$ cat config.mk
export PLATFORM = sky130hd
export DESIGN_NAME = fetch_unit
export DESIGN_NICKNAME = d
export VERILOG_FILES = /design/src/rtl/fetch_unit.sv
export SDC_FILE = /design/constraint.sdc
export NUM_CORES = 1
export LEC_CHECK = 0
export BUFFER_PORTS_ARGS = -buffer_cell sky130_fd_sc_hd__buf_2
export CAP_MARGIN = 20
export CORE_ASPECT_RATIO = 1.75
export CORE_MARGIN = 4
export CORE_UTILIZATION = 53
export CTS_CLUSTER_DIAMETER = 30
export DETAILED_ROUTE_END_ITERATION = 10
export PLACE_DENSITY_LB_ADDON = 0.25
export SETUP_SLACK_MARGIN = 0.15
export SYNTH_ARGS = -nofsm -noshare
export SYNTH_HDL_FRONTEND = slang
export SYNTH_SLANG_ARGS = --single-unit
$ cat constraint.sdc
create_clock -name clock -period 5.3 [get_ports clock]
set_clock_uncertainty 0.15 [all_clocks]
set_input_delay 0.53 -clock clock [delete_from_list [all_inputs] [get_ports clock]]
set_output_delay 0.53 -clock clock [all_outputs]
set_load 0.02 [all_outputs]
$ cat src/rtl/fetch_unit.sv
// Instruction fetch stage: issues one word read at a time to instruction memory,
// queues returned words tagged with their PC, and drives the PC advance/stall.
module fetch_unit #(
  parameter int XLEN  = 32,
  parameter int DEPTH = 2
) (
  input  logic            clock,
  input  logic            reset,
  input  logic [XLEN-1:0] pc,
  input  logic            flush,
  output logic            pc_enable,
  output logic            imem_req_valid,
  input  logic            imem_req_ready,
  output logic [XLEN-1:0] imem_req_addr,
  input  logic            imem_resp_valid,
  input  logic [XLEN-1:0] imem_resp_data,
  output logic            inst_valid,
  input  logic            inst_ready,
  output logic [XLEN-1:0] inst_data,
  output logic [XLEN-1:0] inst_pc
);

  localparam int PW = (DEPTH > 1) ? $clog2(DEPTH) : 1;
  localparam logic [PW:0] FULL = (PW+1)'(DEPTH);

  typedef enum logic [1:0] {
    S_IDLE,
    S_WAIT,
    S_DROP
  } state_t;

  state_t          r_state;
  logic [PW:0]     r_count;
  logic [PW-1:0]   r_wr_ptr;
  logic [PW-1:0]   r_rd_ptr;
  logic [XLEN-1:0] r_req_pc;
  logic [XLEN-1:0] r_fifo_data [DEPTH];
  logic [XLEN-1:0] r_fifo_pc   [DEPTH];

  logic w_req_fire;
  logic w_push;
  logic w_pop;

  // A request is only offered when a FIFO slot is already reserved for its response.
  assign imem_req_valid = !reset && !flush && (r_state == S_IDLE) && (r_count != FULL);
  assign imem_req_addr  = pc;
  assign w_req_fire     = imem_req_valid && imem_req_ready;
  assign pc_enable      = !reset && (w_req_fire || flush);

  assign inst_valid = !reset && (r_count != '0);
  assign inst_data  = r_fifo_data[r_rd_ptr];
  assign inst_pc    = r_fifo_pc[r_rd_ptr];

  assign w_push = !reset && !flush && (r_state == S_WAIT) && imem_resp_valid;
  assign w_pop  = inst_valid && inst_ready && !flush;

  always_ff @(posedge clock) begin
    if (reset) begin
      r_state  <= S_IDLE;
      r_count  <= '0;
      r_wr_ptr <= '0;
      r_rd_ptr <= '0;
      r_req_pc <= '0;
    end else if (flush) begin
      r_count  <= '0;
      r_wr_ptr <= '0;
      r_rd_ptr <= '0;
      // An outstanding response still has to arrive; DROP swallows it.
      case (r_state)
        S_WAIT, S_DROP: r_state <= imem_resp_valid ? S_IDLE : S_DROP;
        default:        r_state <= S_IDLE;
      endcase
    end else begin
      case (r_state)
        S_IDLE: begin
          if (w_req_fire) begin
            r_req_pc <= pc;
            r_state  <= S_WAIT;
          end
        end
        S_WAIT: if (imem_resp_valid) r_state <= S_IDLE;
        S_DROP: if (imem_resp_valid) r_state <= S_IDLE;
        default: r_state <= S_IDLE;
      endcase
      if (w_push) r_wr_ptr <= r_wr_ptr + PW'(1);
      if (w_pop)  r_rd_ptr <= r_rd_ptr + PW'(1);
      case ({w_push, w_pop})
        2'b10:   r_count <= r_count + (PW+1)'(1);
        2'b01:   r_count <= r_count - (PW+1)'(1);
        default: r_count <= r_count;
      endcase
    end
  end

  always_ff @(posedge clock) begin
    if (w_push) begin
      r_fifo_data[r_wr_ptr] <= imem_resp_data;
      r_fifo_pc[r_wr_ptr]   <= r_req_pc;
    end
  end

endmodule

== Yosys cells after proc, flatten, opt, wreduce, memory -nomap -nowiden ==
Memories as Yosys holds them, arrays and structs flattened. A register that Yosys moved wholly into a read port is not among the register bits.
Cells that the tools add are included.

* Output and inout bits: 99
* Register bits: 38
* Input port bits: 70
* Memories kept: 2
* Bits in writable memories: 128

* Eq/ne operators: 7
* Reductions and logical operators: 20
* Bitwise logic cells: 1
* Add/sub/neg operators: 4
* Multiplexer cells: 13

{| class="wikitable"
|+ Memories
! memory !! words !! width !! read ports !! clocked after memory_dff !! wr ports !! line !! text
|-
| r_fifo_data || 2 || 32 || 1 || 1 || 1 || 37 || <nowiki>logic [XLEN-1:0] r_fifo_data [DEPTH];</nowiki>
|-
| r_fifo_pc || 2 || 32 || 1 || 1 || 1 || 38 || <nowiki>logic [XLEN-1:0] r_fifo_pc [DEPTH];</nowiki>
|}

{| class="wikitable"
|+ Operators with widths
! kind !! number
|-
| $logic_and A1 B1 Y1 || 10
|-
| $mux W2 || 5
|-
| $pmux W2 S2 || 2
|-
| $mux W1 || 6
|-
| $eq A2 B1 Y1 const B || 2
|-
| $eq A2 B2 Y1 const B || 2
|-
| $reduce_bool A2 Y1 || 2
|-
| $reduce_or A2 Y1 || 2
|-
| $ne A3 B1 Y1 const B || 1
|-
| $ne A3 B3 Y1 const B || 1
|-
| $reduce_and A3 Y1 || 1
|-
| $add A1 B1 Y1 const B || 2
|-
| $add A2 B1 Y2 const B || 1
|-
| $logic_not A1 Y1 || 2
|-
| $logic_not A2 Y1 || 1
|-
| $ne A2 B2 Y1 const B || 1
|-
| $reduce_and A2 Y1 || 1
|-
| $sub A2 B1 Y2 const B || 1
|-
| $logic_or A1 B1 Y1 || 1
|-
| $not A1 Y1 || 1
|}

== Depth between registers and ports, before layout ==
Gate-level depths: netlist of the first run.

* Word-level depth: 8
* Gate-level depth with buffers: 7
* Gate-level depth less buffers: 7

== Worst setup path after synthesis of the first run ==
OpenSTA, ideal clock, no wires.

* Path type: input to register
* Start point: input flush
* End point: memory r_fifo_data[0][0] (enable)
* Buffers on the path: 1
* Required time: 4.663 ns
* Arrival time: 3.656 ns
* Cell stages on the path: 3
* Library setup time: 0.487 ns
* Path slack: 1.007 ns
* Cell sequence: clkbuf_8 -> nand4bb_1 -> nor2_1

* Cells in the longest elaborated chain, start to end: 6

{| class="wikitable"
|+ Ends and longest elaborated chain
! element !! line !! text
|-
| start, declared || 10 || <nowiki>input logic flush,</nowiki>
|-
| $logic_not A1 Y1 || 54 || <nowiki>assign w_push = !reset && !flush && (r_state == S_WAIT) && imem_resp_valid;</nowiki>
|-
| $logic_and A1 B1 Y1 (3 in series) || 54 ||
|-
| $mux W1 || 96 || <nowiki>if (w_push) begin</nowiki>
|-
| $mux W1 (not written as such) || 97 || <nowiki>r_fifo_data[r_wr_ptr] <= imem_resp_data;</nowiki>
|-
| end, declared || 37 ||
|}

No other way between the ends.

== Worst setup path after layout of the first run ==
* Start point: input reset
* End point: output pc_enable

* Cells in the longest elaborated chain, start to end: 7

{| class="wikitable"
|+ Ends and longest elaborated chain
! element !! line !! text
|-
| start, declared || 8 || <nowiki>input logic reset,</nowiki>
|-
| $logic_not A1 Y1 * || 45, 48 ||
|-
| $logic_and A1 B1 Y1 (3 in series) || 45 || <nowiki>assign imem_req_valid = !reset && !flush && (r_state == S_IDLE) && (r_count != FULL);</nowiki>
|-
| $logic_and A1 B1 Y1 || 47 || <nowiki>assign w_req_fire = imem_req_valid && imem_req_ready;</nowiki>
|-
| $logic_or A1 B1 Y1 || 48 || <nowiki>assign pc_enable = !reset && (w_req_fire || flush);</nowiki>
|-
| $logic_and A1 B1 Y1 * || 48 ||
|-
| end, declared || 11 || <nowiki>output logic pc_enable,</nowiki>
|}

Every way passes the cells marked *; elsewhere a longest branch is shown, timed or not.

==> summary.md, run 1 <==
| Metric | Value |
|---|---|
| Residual DRC | `0` |
| Finished Layout Cells | `702` |
| Placer congestion estimate | `0.703` |
| Maximum level of the CTS H-tree | `4` |
| Count of nets left with antenna violations after detail routing | `0` |
| Switching power as a share of total power | `20.2%` |
| Placed instance area | `0.00742 mm²` |
| Final wirelength | `12000 µm` |
| Worst stage delay on the critical path | `0.68 ns` |
| Hold violation total from the final report | `0` |
| Critical path buffer and inverter count | `2` |
| Vias in the first global route | `3603` |
| Synthesized netlist cell count | `378` |
| Number of placed instances with taps included | `670` |
| Netlist area before placement | `0.00666 mm²` |
| Sequential-to-total area share from yosys stat | `69.4%` |
| Fraction of synthesized cell area taken by the top area cell type | `57.7%` |
| Ratio of routed vias to standard cells | `4.87` |
| Commonest non-fill, non-tap cells in the layout | `168 x sky130_fd_sc_hd__buf_2, 128 x sky130_fd_sc_hd__edfxtp_1, 67 x sky130_fd_sc_hd__mux2_2, 38 x sky130_fd_sc_hd__dfxtp_1, 29 x sky130_fd_sc_hd__mux2_4` |
| Top FF cell, synth | `sky130_fd_sc_hd__edfxtp_1` |
| WL per Instance | `17.0 µm` |
| Area occupied by multi-input gates | `0.00170 mm²` |
| Required time worst endpoint | `4.62 ns` |
| RSZ-0062 raised after global routing | `false` |
| Number of port buffers | `168` |
| Startpoint types | `primary input` |
| Largest net degree at the start of global routing | `44` |
| Clock Latency Late Sink | `0.41 ns` |
| Endpoint kind of the worst setup timing path | `primary output` |
| PwrDens | `349 mW/mm²` |
| Congestion Overflow GR | `0` |
| Top cell by count, worst path | `sky130_fd_sc_hd__buf_2` |
| Cell taking the most area after synthesis | `sky130_fd_sc_hd__edfxtp_1` |
| Synth cell types | `32` |
| Fin worst setup slack | `2.25 ns` |
| Iteration count of the initial detailed-routing pass | `4` |
| List of cells traversed by the critical path | `buf_2 > nor2_4 > nand4_4 > a21oi_1 > buf_2` |
| HP Start | `imem_resp_data[4]` |
| Y dimension of the die | `156 µm` |
| Worst r2r src | `r_state[1]` |
| End of the worst register-to-register path | `r_fifo_pc[0][29]` |
| Count of cells along the worst hold path | `1` |
| Number of enable flip-flop cells after synthesis | `128` |
| Fill cell total of the finished layout | `914` |
| Final core utilization | `64.9%` |
| Hold buffers post-CTS | `0` |
| Resized cells post-CTS | `0` |
| Post-synthesis to final-layout area growth | `20.4%` |
| Worst setup path category | `in -> out` |
| Net count of the mapped netlist | `451` |
| Hold endpoint | `r_fifo_data[0][4]` |
| Number of nets in the layout | `594` |
| Logic gate share of total power | `4.8%` |
| Post-detail-place hpwl | `8230 µm` |
| Sequential cell area in the final layout | `0.00463 mm²` |
| Leak | `0.00314 µW` |
| Tightest Pin Transition | `0.856 ns` |
| Leading cell type in the layout, fill and taps excluded | `sky130_fd_sc_hd__buf_2` |
| Total global-route track usage | `16.7%` |
| TritonCTS sink count | `167` |
| Worst r2r path cells | `5` |
| Die area | `0.0145 mm²` |
| Share of layout cells above drive strength 1 | `60.1%` |
| Ranking of synthesized cells by area | `sky130_fd_sc_hd__edfxtp_1 58%, sky130_fd_sc_hd__dfxtp_1 12%, sky130_fd_sc_hd__mux2_2 11%, sky130_fd_sc_hd__mux2_4 6.5%, sky130_fd_sc_hd__buf_4 3.6%` |
| Internal | `2240 µW` |
| CTS Root Cell | `sky130_fd_sc_hd__clkbuf_16` |
| TritonCTS Buffers | `17` |
| Type of the most critical hold path | `in -> reg` |
| Syn Area/Cell | `17.6 µm²` |
| Cell at the slowest stage of the critical path | `sky130_fd_sc_hd__nand4_4` |
| CP top delay family | `simple AND/OR/NAND/NOR gates` |
| Final max-slew violation count | `0` |
| Starting utilization of the core area | `53.9%` |
| Number of vias in the routed layout | `3422` |
| Reg-to-reg slack, setup | `2.67 ns` |
| Total inserted antenna cells | `0` |
| Signal arrival time at the worst endpoint | `2.37 ns` |
| Minimum clock period after layout | `3.05 ns` |
| Flip-flop and latch count after synthesis | `167` |
| Accumulated negative setup slack | `0 ns` |
| Final period utilization | `57.5%` |
| Worst Setup Slack post-DPL | `2.04 ns` |
| Antenna violations before repair | `0` |
| Number of rows created at floorplan | `54` |
| Core region area | `0.0124 mm²` |
| Die X | `92.8 µm` |
| Fraction of power consumed by sequential logic | `51.4%` |
| Clock input transition at the sequential cells of the worst setup and hold paths | `0.06 ns` |
| Post-layout instance area | `0.00802 mm²` |
| Post-CTS setup-driven buffer insertion count | `0` |
| TritonCTS clock tree | `built` |
| Highest ir drop seen on vdd | `0.242 mV` |
| First-pass GRT wire length | `18300 µm` |
| Max_slew headroom | `42.8%` |
| Share of flip-flops with an asynchronous set or reset | `0%` |
| Setup Viol. Count Final | `0` |
| Number of buffers between clock root and the deepest sink | `2` |
| Achievable Freq | `328 MHz` |
| Switching Power | `565 µW` |
| Run status | `complete, no violations` |
| Relative contribution of the clock network to total power | `43.9%` |
| I/O pin count | `169` |
| First DRT Iteration DRCs | `126` |
| Warnings, synthesis | `0` |
| Worst-path maximum fanout | `43` |
| Max-capacitance violation count | `0` |
through the flow:
step,total power (µW),hold WS (ns)
2_1_floorplan,1560,0.268
3_3_place_gp,1600,0.277
3_5_place_dp,1600,0.282
4_1_cts,2820,0.140
5_1_grt,2900,0.141
6_report,2800,0.160
flip-flops by register name, indices dropped and copies added, names as in the netlist, named ones only:
signal and flops:
r_rd_ptr 1, r_state 2, r_fifo_data 64, r_req_pc 32, r_wr_ptr 1, r_count 2, r_fifo_pc 64
synthesized netlist by cell type, types with 4 or more instances:
library cell / count
sky130_fd_sc_hd__edfxtp_1: 128
sky130_fd_sc_hd__mux2_2: 67
sky130_fd_sc_hd__inv_1: 5
sky130_fd_sc_hd__mux2_4: 29
sky130_fd_sc_hd__dfxtp_1: 39
sky130_fd_sc_hd__buf_4: 32
sky130_fd_sc_hd__nor3_1: 5
sky130_fd_sc_hd__clkbuf_1: 4
sky130_fd_sc_hd__nor2b_1: 10
sky130_fd_sc_hd__buf_2: 7
sky130_fd_sc_hd__and2b_1: 7
sky130_fd_sc_hd__and2b_2: 15
sky130_fd_sc_hd__nor2_1: 4
metal layers:
layer	vias up	global-route usage, %	wire, µm
met5	-	0	0
met4	0	6.22	238
met3	16	4.67	601
met2	105	30.4	6610
met1	1659	18.4	4510
li1	1642	-	-
cells by family after synthesis:
family          share of synthesized area, %
flops                                   69.4
mux                                     17.9
buf+inv                                 5.35
simple gates                            5.46
compound gates                         0.845
xor+xnor                               0.526
fa+ha+maj                              0.563
power groups by stage:
| stage | Combinational [µW] | Sequential [µW] | Clock (µW) |
|---|---|---|---|
| after floorplan | 95.5 | 1460 | 0 |
| after global placement | 132 | 1460 | 0 |
| after detailed placement | 136 | 1470 | 0 |
| after CTS | 137 | 1440 | 1250 |
| after global routing | 145 | 1440 | 1320 |
| final | 134 | 1440 | 1230 |
worst reg2reg max path, cell delays in order, from the launching register on:
cell and delay [ns]:
sky130_fd_sc_hd__dfxtp_1 0.29, sky130_fd_sc_hd__inv_1 0.09, sky130_fd_sc_hd__ha_1 0.15, sky130_fd_sc_hd__nand4bb_1 0.30, sky130_fd_sc_hd__nor2_4 0.64, sky130_fd_sc_hd__buf_4 0.61
worst max-delay path by stage:
stage	from	endpoint	slack (ns)	cells after the start
after detailed placement	reset	r_fifo_data[1][8]	2.04	4
after CTS	reset	pc_enable	2.19	5
after global placement	reset	r_fifo_pc[1][30]	2.15	4
after global routing	reset	pc_enable	2.11	5
final	reset	pc_enable	2.25	5
after floorplan	flush	r_fifo_data[0][0]	1.01	3
area by class of cell:
class | instances | share of cell area [%]
clock buffer | 17 | 5.30
clock inverter | 15 | 2.23
inverter | 5 | 0.234
multi-input combinational | 159 | 21.2
sequential | 167 | 57.7
tap | 168 | 2.62
timing repair buffer | 171 | 10.8
No activity file was read; power rests on OpenSTA's default activity.
==> run 2, diff against run 1 <==
Clock period 5.3 ns to 2.88 ns, I/O delays scaled along.
==> run 2 against run 1 <==
  * Global-route usage increased by 1.2 points
  * Critical path depth unchanged
  * Non-clock buffer count increased by 70
  * Power increased by 87%
  * Register-to-register slack got worse by 1.9 ns
  * Utilization increased by 5.9 points
  * Via count increased by 10%
  * Largest power group unchanged
  * Clock power increased by 85%
  * Sequential power increased by 84%
==> summary.md, run 2 (synthesized netlist as in run 1, its figures left out) <==
| Metric | Value |
|---|---|
| Number of rows created at floorplan | `54 (unchanged)` |
| Achievable Freq | `426 MHz` |
| Number of placed instances with taps included | `676 (was 670)` |
| Leak | `0.00345 µW (was 0.00314 µW)` |
| Signal arrival time at the worst endpoint | `1.91 ns (was 2.37 ns)` |
| RSZ-0062 raised after global routing | `false (unchanged)` |
| Resized cells post-CTS | `0 (unchanged)` |
| Maximum level of the CTS H-tree | `4 (unchanged)` |
| Area occupied by multi-input gates | `0.00171 mm² (was 0.00170 mm²)` |
| TritonCTS clock tree | `built (unchanged)` |
| Run status | `complete, no violations (unchanged)` |
| Endpoint kind of the worst setup timing path | `primary output (unchanged)` |
| Commonest non-fill, non-tap cells in the layout | `168 x sky130_fd_sc_hd__buf_2, 128 x sky130_fd_sc_hd__edfxtp_1, 67 x sky130_fd_sc_hd__mux2_2, 64 x sky130_fd_sc_hd__dlygate4sd3_1, 38 x sky130_fd_sc_hd__dfxtp_1 (was 168 x sky130_fd_sc_hd__buf_2, 128 x sky130_fd_sc_hd__edfxtp_1, 67 x sky130_fd_sc_hd__mux2_2, 38 x sky130_fd_sc_hd__dfxtp_1, 29 x sky130_fd_sc_hd__mux2_4)` |
| End of the worst register-to-register path | `r_fifo_data[0][9] (was r_fifo_pc[0][29])` |
| Type of the most critical hold path | `in -> reg (unchanged)` |
| Vias in the first global route | `3945 (was 3603)` |
| CTS Root Cell | `sky130_fd_sc_hd__clkbuf_16 (unchanged)` |
| Worst setup path category | `reg -> out (was in -> out)` |
| Worst r2r path cells | `5 (unchanged)` |
| TritonCTS Buffers | `17 (unchanged)` |
| Total global-route track usage | `17.9% (was 16.7%)` |
| Max_slew headroom | `50.7% (was 42.8%)` |
| Antenna violations before repair | `0 (unchanged)` |
| First DRT Iteration DRCs | `144 (was 126)` |
| Required time worst endpoint | `2.44 ns (was 4.62 ns)` |
| Hold endpoint | `r_wr_ptr (was r_fifo_data[0][4])` |
| WL per Instance | `16.6 µm (was 17.0 µm)` |
| Clock Latency Late Sink | `0.41 ns (about the same)` |
| Count of nets left with antenna violations after detail routing | `0 (unchanged)` |
| Congestion Overflow GR | `0 (unchanged)` |
| Final max-slew violation count | `0 (unchanged)` |
| Fill cell total of the finished layout | `813 (was 914)` |
| Die X | `92.8 µm (unchanged)` |
| Biggest registers after layout | `r_fifo_data (64), r_fifo_pc (64), r_req_pc (32) (unchanged)` |
| Number of nets in the layout | `665 (was 594)` |
| HP Start | `flush (was imem_resp_data[4])` |
| Leading cell type in the layout, fill and taps excluded | `sky130_fd_sc_hd__buf_2 (unchanged)` |
| First-pass GRT wire length | `19700 µm (was 18300 µm)` |
| Y dimension of the die | `156 µm (unchanged)` |
| Number of port buffers | `168 (unchanged)` |
| Starting utilization of the core area | `53.9% (unchanged)` |
| Largest net degree at the start of global routing | `43 (was 44)` |
| Final wirelength | `12800 µm (was 12000 µm)` |
| Max-capacitance violation count | `0 (unchanged)` |
| Final period utilization | `81.5%` |
| Total inserted antenna cells | `0 (unchanged)` |
| Minimum clock period after layout | `2.35 ns` |
| Sequential cell area in the final layout | `0.00463 mm² (unchanged)` |
| Post-detail-place hpwl | `8180 µm (was 8230 µm)` |
| Setup Viol. Count Final | `0 (unchanged)` |
| Startpoint types | `flop (was primary input)` |
| Hold violation total from the final report | `0 (unchanged)` |
| Post-synthesis to final-layout area growth | `31.3% (was 20.4%)` |
| Clock input transition at the sequential cells of the worst setup and hold paths | `0.07 ns (was 0.06 ns)` |
| Finished Layout Cells | `773 (was 702)` |
| I/O pin count | `169 (unchanged)` |
| Die area | `0.0145 mm² (unchanged)` |
| Number of buffers between clock root and the deepest sink | `2 (unchanged)` |
| Iteration count of the initial detailed-routing pass | `5 (was 4)` |
| Share of layout cells above drive strength 1 | `54.4% (was 60.1%)` |
| Highest ir drop seen on vdd | `0.441 mV (was 0.242 mV)` |
| Worst r2r src | `r_state[1] (unchanged)` |
| Ratio of routed vias to standard cells | `4.89 (was 4.87)` |
| TritonCTS sink count | `167 (unchanged)` |
| PwrDens | `599 mW/mm² (was 349 mW/mm²)` |
| Residual DRC | `0 (unchanged)` |
| Reg-to-reg slack, setup | `0.76 ns (was 2.67 ns)` |
| Worst-path maximum fanout | `15 (was 43)` |
| Accumulated negative setup slack | `0 ns (unchanged)` |
| Number of vias in the routed layout | `3781 (was 3422)` |
| Tightest Pin Transition | `0.738 ns (was 0.856 ns)` |
| Count of cells along the worst hold path | `2 (was 1)` |
| Placer congestion estimate | `0.802 (was 0.703)` |
| Core region area | `0.0124 mm² (unchanged)` |
-- run 2: changes by cell type in the layout (fill, tap and decap cells not counted), sizes merged --
cell | previous run | this run
buf | 171 | 177
dlygate4sd3 | 0 | 64
clkinv | 8 | 3
nand4 | 1 | 2
bufinv | 3 | 2
inv | 7 | 13
-- run 2: worst max-delay path by stage --
stage                    start                 to  cells past startpoint
floorplan                flush  r_fifo_data[1][0]                      3
global placement         reset          pc_enable                      5
detailed placement       reset       r_req_pc[24]                      5
CTS                 r_state[1]          pc_enable                      5
global route        r_state[1]          pc_enable                      5
finish              r_state[1]          pc_enable                      5
-- run 2: through the flow --
stage          instance area (µm²)  total power [µW]  utilization (%)  hold slack [ns]  setup WS, ns
4_1_cts                       8740              5290             70.7           0.0370         0.238
6_report                      8750              5240             70.8           0.0705         0.534
2_1_floorplan                 6670              2870                -            0.237        -0.132
5_1_grt                       8750              5430             70.8           0.0530         0.406
3_3_place_gp                  7490              2940             60.5            0.277         0.607
3_5_place_dp                  7490              2950             60.5            0.279         0.542
-- run 2: layout make-up --
type,count,share of cell area [%]
repair buffers,241,18.0
clock inverters,15,2.12
multi-input cells,160,19.5
inverters,5,0.215
flip-flops and latches,167,52.9
well taps,168,2.40
clock buffers,17,4.86
-- run 2: metal layers --
layer  global-route usage, %  routed length (µm)  vias up
li1                        -                   -     1797
met1                    18.7                4730     1847
met5                       0                   0        -
met2                    33.6                7270      122
met4                    5.80                 165        0
met3                    5.53                 655       15
-- run 2: power by group --
part           total [µW]  switching [µW]  internal (µW)  leakage, µW
combinational         320             143            178      0.00171
clock                2280             960           1320     0.000295
sequential           2650            20.0           2630      0.00144
-- run 2: what timing repair did --
item                       in CTS  in global routing
hold endpoints to repair       96                  0
buffers inserted                0                  0
setup endpoints to repair       0                  1
hold buffers                   64                  0
-- run 2: worst max-delay path: stages (launching register included) --
cell and delay [ns]:
sky130_fd_sc_hd__dfxtp_1 0.30, sky130_fd_sc_hd__inv_1 0.08, sky130_fd_sc_hd__ha_1 0.29, sky130_fd_sc_hd__nand4_4 0.38
sky130_fd_sc_hd__a21oi_1 0.25, sky130_fd_sc_hd__buf_2 0.18
==> run 3, diff against run 2 <==
Settings changed: CORE_UTILIZATION 53 to 48.
Clock period 2.88 ns to 2 ns, I/O delays scaled along.
==> run 3 against run 2 <==
  * Clock power rose by 44%
  * Utilization shrank 1.5 points
  * Die area grew 9.7%
  * Sequential power grew 44%
  * Worst hold slack worse by 0.034 ns
  * Critical path type unchanged
  * Largest cell class unchanged
==> summary.md, run 3 (synthesized netlist as in run 1, its figures left out) <==
| Metric | Value |
|---|---|
| Run status | `complete, no violations (unchanged)` |
| Minimum hold slack | `0.0365 ns (was 0.0705 ns)` |
| Required time worst endpoint | `1.65 ns (was 2.44 ns)` |
| Commonest non-fill, non-tap cells in the layout | `137 x sky130_fd_sc_hd__buf_2, 128 x sky130_fd_sc_hd__edfxtp_1, 65 x sky130_fd_sc_hd__dlygate4sd3_1, 56 x sky130_fd_sc_hd__mux2_4, 40 x sky130_fd_sc_hd__mux2_2 (was 168 x sky130_fd_sc_hd__buf_2, 128 x sky130_fd_sc_hd__edfxtp_1, 67 x sky130_fd_sc_hd__mux2_2, 64 x sky130_fd_sc_hd__dlygate4sd3_1, 38 x sky130_fd_sc_hd__dfxtp_1)` |
| Leading cell type in the layout, fill and taps excluded | `sky130_fd_sc_hd__buf_2 (unchanged)` |
| Highest ir drop seen on vdd | `0.558 mV (was 0.441 mV)` |
| Internal | `6040 µW (was 4120 µW)` |
| Vias in the first global route | `4192 (was 3945)` |
| Switching power as a share of total power | `20.3% (was 21.4%)` |
| Setup Viol. Count Final | `0 (unchanged)` |
| Number of rows created at floorplan | `56 (was 54)` |
| WL per Instance | `17.2 µm (was 16.6 µm)` |
| Count of cells along the worst hold path | `3 (was 2)` |
| Cell at the slowest stage of the critical path | `sky130_fd_sc_hd__dfxtp_4 (was sky130_fd_sc_hd__nand4_4)` |
| Number of nets in the layout | `679 (was 665)` |
| Hold violation total from the final report | `0 (unchanged)` |
| Final period utilization | `95.0%` |
| TritonCTS sink count | `167 (unchanged)` |
| Max_slew headroom | `79.2% (was 50.7%)` |
| Ratio of routed vias to standard cells | `4.86 (was 4.89)` |
| Post-synthesis to final-layout area growth | `40.6% (was 31.3%)` |
| Total global-route track usage | `17.2% (was 17.9%)` |
| First DRT Iteration DRCs | `122 (was 144)` |
| Final wirelength | `13700 µm (was 12800 µm)` |
| Worst r2r path cells | `5 (unchanged)` |
| Worst stage delay on the critical path | `0.40 ns (was 0.38 ns)` |
| Worst-path maximum fanout | `8 (was 15)` |
| Clock Latency Late Sink | `0.41 ns (about the same)` |
| Post-detail-place hpwl | `8490 µm (was 8180 µm)` |
| Die area | `0.0159 mm² (was 0.0145 mm²)` |
| Worst setup path category | `reg -> out (unchanged)` |
| List of cells traversed by the critical path | `buf_12 > buf_16 > mux2_2 > buf_6 (was inv_1 > ha_1 > nand4_4 > a21oi_1 > buf_2)` |
| First-pass GRT wire length | `21200 µm (was 19700 µm)` |
| PwrDens | `809 mW/mm² (was 599 mW/mm²)` |
| Share of layout cells above drive strength 1 | `56.7% (was 54.4%)` |
| Number of placed instances with taps included | `684 (was 676)` |
| Relative contribution of the clock network to total power | `43.2% (was 43.4%)` |
| Final max-slew violation count | `0 (unchanged)` |
| HP Start | `imem_req_ready (was flush)` |
| Placer congestion estimate | `0.795 (was 0.802)` |
| Number of vias in the routed layout | `3855 (was 3781)` |
| End of the worst register-to-register path | `r_count[1] (was r_fifo_data[0][9])` |
| TritonCTS Buffers | `17 (unchanged)` |
| Number of port buffers | `168 (unchanged)` |
| Startpoint types | `flop (unchanged)` |
| Residual DRC | `0 (unchanged)` |
| Worst r2r src | `r_count[1] (was r_state[1])` |
| Achievable Freq | `527 MHz` |
| Final core utilization | `69.3% (was 70.8%)` |
| Tightest Pin Transition | `0.304 ns (was 0.738 ns)` |
| Y dimension of the die | `164 µm (was 156 µm)` |
| Signal arrival time at the worst endpoint | `1.55 ns (was 1.91 ns)` |
| Type of the most critical hold path | `in -> reg (unchanged)` |
| Iteration count of the initial detailed-routing pass | `5 (unchanged)` |
| Switching Power | `1540 µW (was 1120 µW)` |
| RSZ-0062 raised after global routing | `true (was false)` |
| Biggest registers after layout | `r_fifo_data (64), r_fifo_pc (64), r_req_pc (32) (unchanged)` |
| Minimum clock period after layout | `1.90 ns` |
| Maximum level of the CTS H-tree | `4 (unchanged)` |
| Core region area | `0.0135 mm² (was 0.0124 mm²)` |
| Largest net degree at the start of global routing | `45 (was 43)` |
| Total inserted antenna cells | `0 (unchanged)` |
| TritonCTS clock tree | `built (unchanged)` |
| Hold endpoint | `r_state[0] (was r_wr_ptr)` |
| Number of buffers between clock root and the deepest sink | `2 (unchanged)` |
| CTS Root Cell | `sky130_fd_sc_hd__clkbuf_16 (unchanged)` |
| Fraction of power consumed by sequential logic | `50.2% (was 50.4%)` |
| I/O pin count | `169 (unchanged)` |
| Logic gate share of total power | `6.6% (was 6.1%)` |
| Max-capacitance violation count | `0 (unchanged)` |
| Count of nets left with antenna violations after detail routing | `0 (unchanged)` |
| Starting utilization of the core area | `49.3% (was 53.9%)` |
| Die X | `97.1 µm (was 92.8 µm)` |
| Clock input transition at the sequential cells of the worst setup and hold paths | `0.06 ns (was 0.07 ns)` |
| Endpoint kind of the worst setup timing path | `primary output (unchanged)` |
| Finished Layout Cells | `793 (was 773)` |
| Reg-to-reg slack, setup | `0.21 ns (was 0.76 ns)` |
| Antenna violations before repair | `0 (unchanged)` |
| Congestion Overflow GR | `0 (unchanged)` |
| Leak | `0.00372 µW (was 0.00345 µW)` |
==> run 3: worst max path at each step <==
stage / startpoint / end / depth (start not counted)
2_1_floorplan: r_state[1] / r_fifo_data[0][0] / 4
3_3_place_gp: r_state[1] / r_count[1] / 6
3_5_place_dp: r_state[1] / r_count[1] / 6
4_1_cts: flop / inst_pc[28] / 4
5_1_grt: flop / inst_data[2] / 4
6_report: flop / inst_data[2] / 4
==> run 3: timing repair <==
item | CTS | global route
buffers inserted | 5 | 4
cloned | 1 | 2
hold buffers | 65 | 0
endpoints found under the hold margin | 101 | 0
pin swaps | 0 | 3
gates resized for setup | 12 | 96
setup endpoints to repair | 56 | 84
==> run 3: through the flow <==
step	setup slack [ns]	area [µm²]	total power (µW)	TNS, ns
floorplan	-0.229	6710	4130	-27.87
global placement	0.257	7580	4240	0
detailed placement	0.105	7580	4260	0
CTS	0.0172	8980	7640	0
global route	0.0559	9370	7830	0
finish	0.101	9370	7580	0
==> run 3: area by class of cell <==
cell class / count / area [µm²]
clock buffer: 19 / 433
fill: 921 / 4150
multi-input combinational: 159 / 1870
clock inverter: 13 / 169
inverter: 5 / 21.3
timing repair buffer: 256 / 2030
tap: 174 / 218
sequential: 167 / 4630
==> run 3: routing by layer <==
metal,track usage [%],wire length (µm)
met2,32.2,7850
met3,4.72,600
met5,0,0
met4,6.65,281
met1,18.1,4930
==> run 3: worst max-delay path, delay by kind of cell, from the launching register on <==
kind | cells | cell delay [ns]
flops | 1 | 0.40
mux | 1 | 0.34
buf+inv | 3 | 0.39
==> run 3: power groups by stage <==
stage                     Sequential, µW  Combinational (µW)  Clock, µW
after floorplan                     3880                 257          0
after global placement              3880                 360          0
after detailed placement            3880                 372          0
after CTS                           3810                 483       3350
after global routing                3810                 531       3490
final                               3810                 497       3280
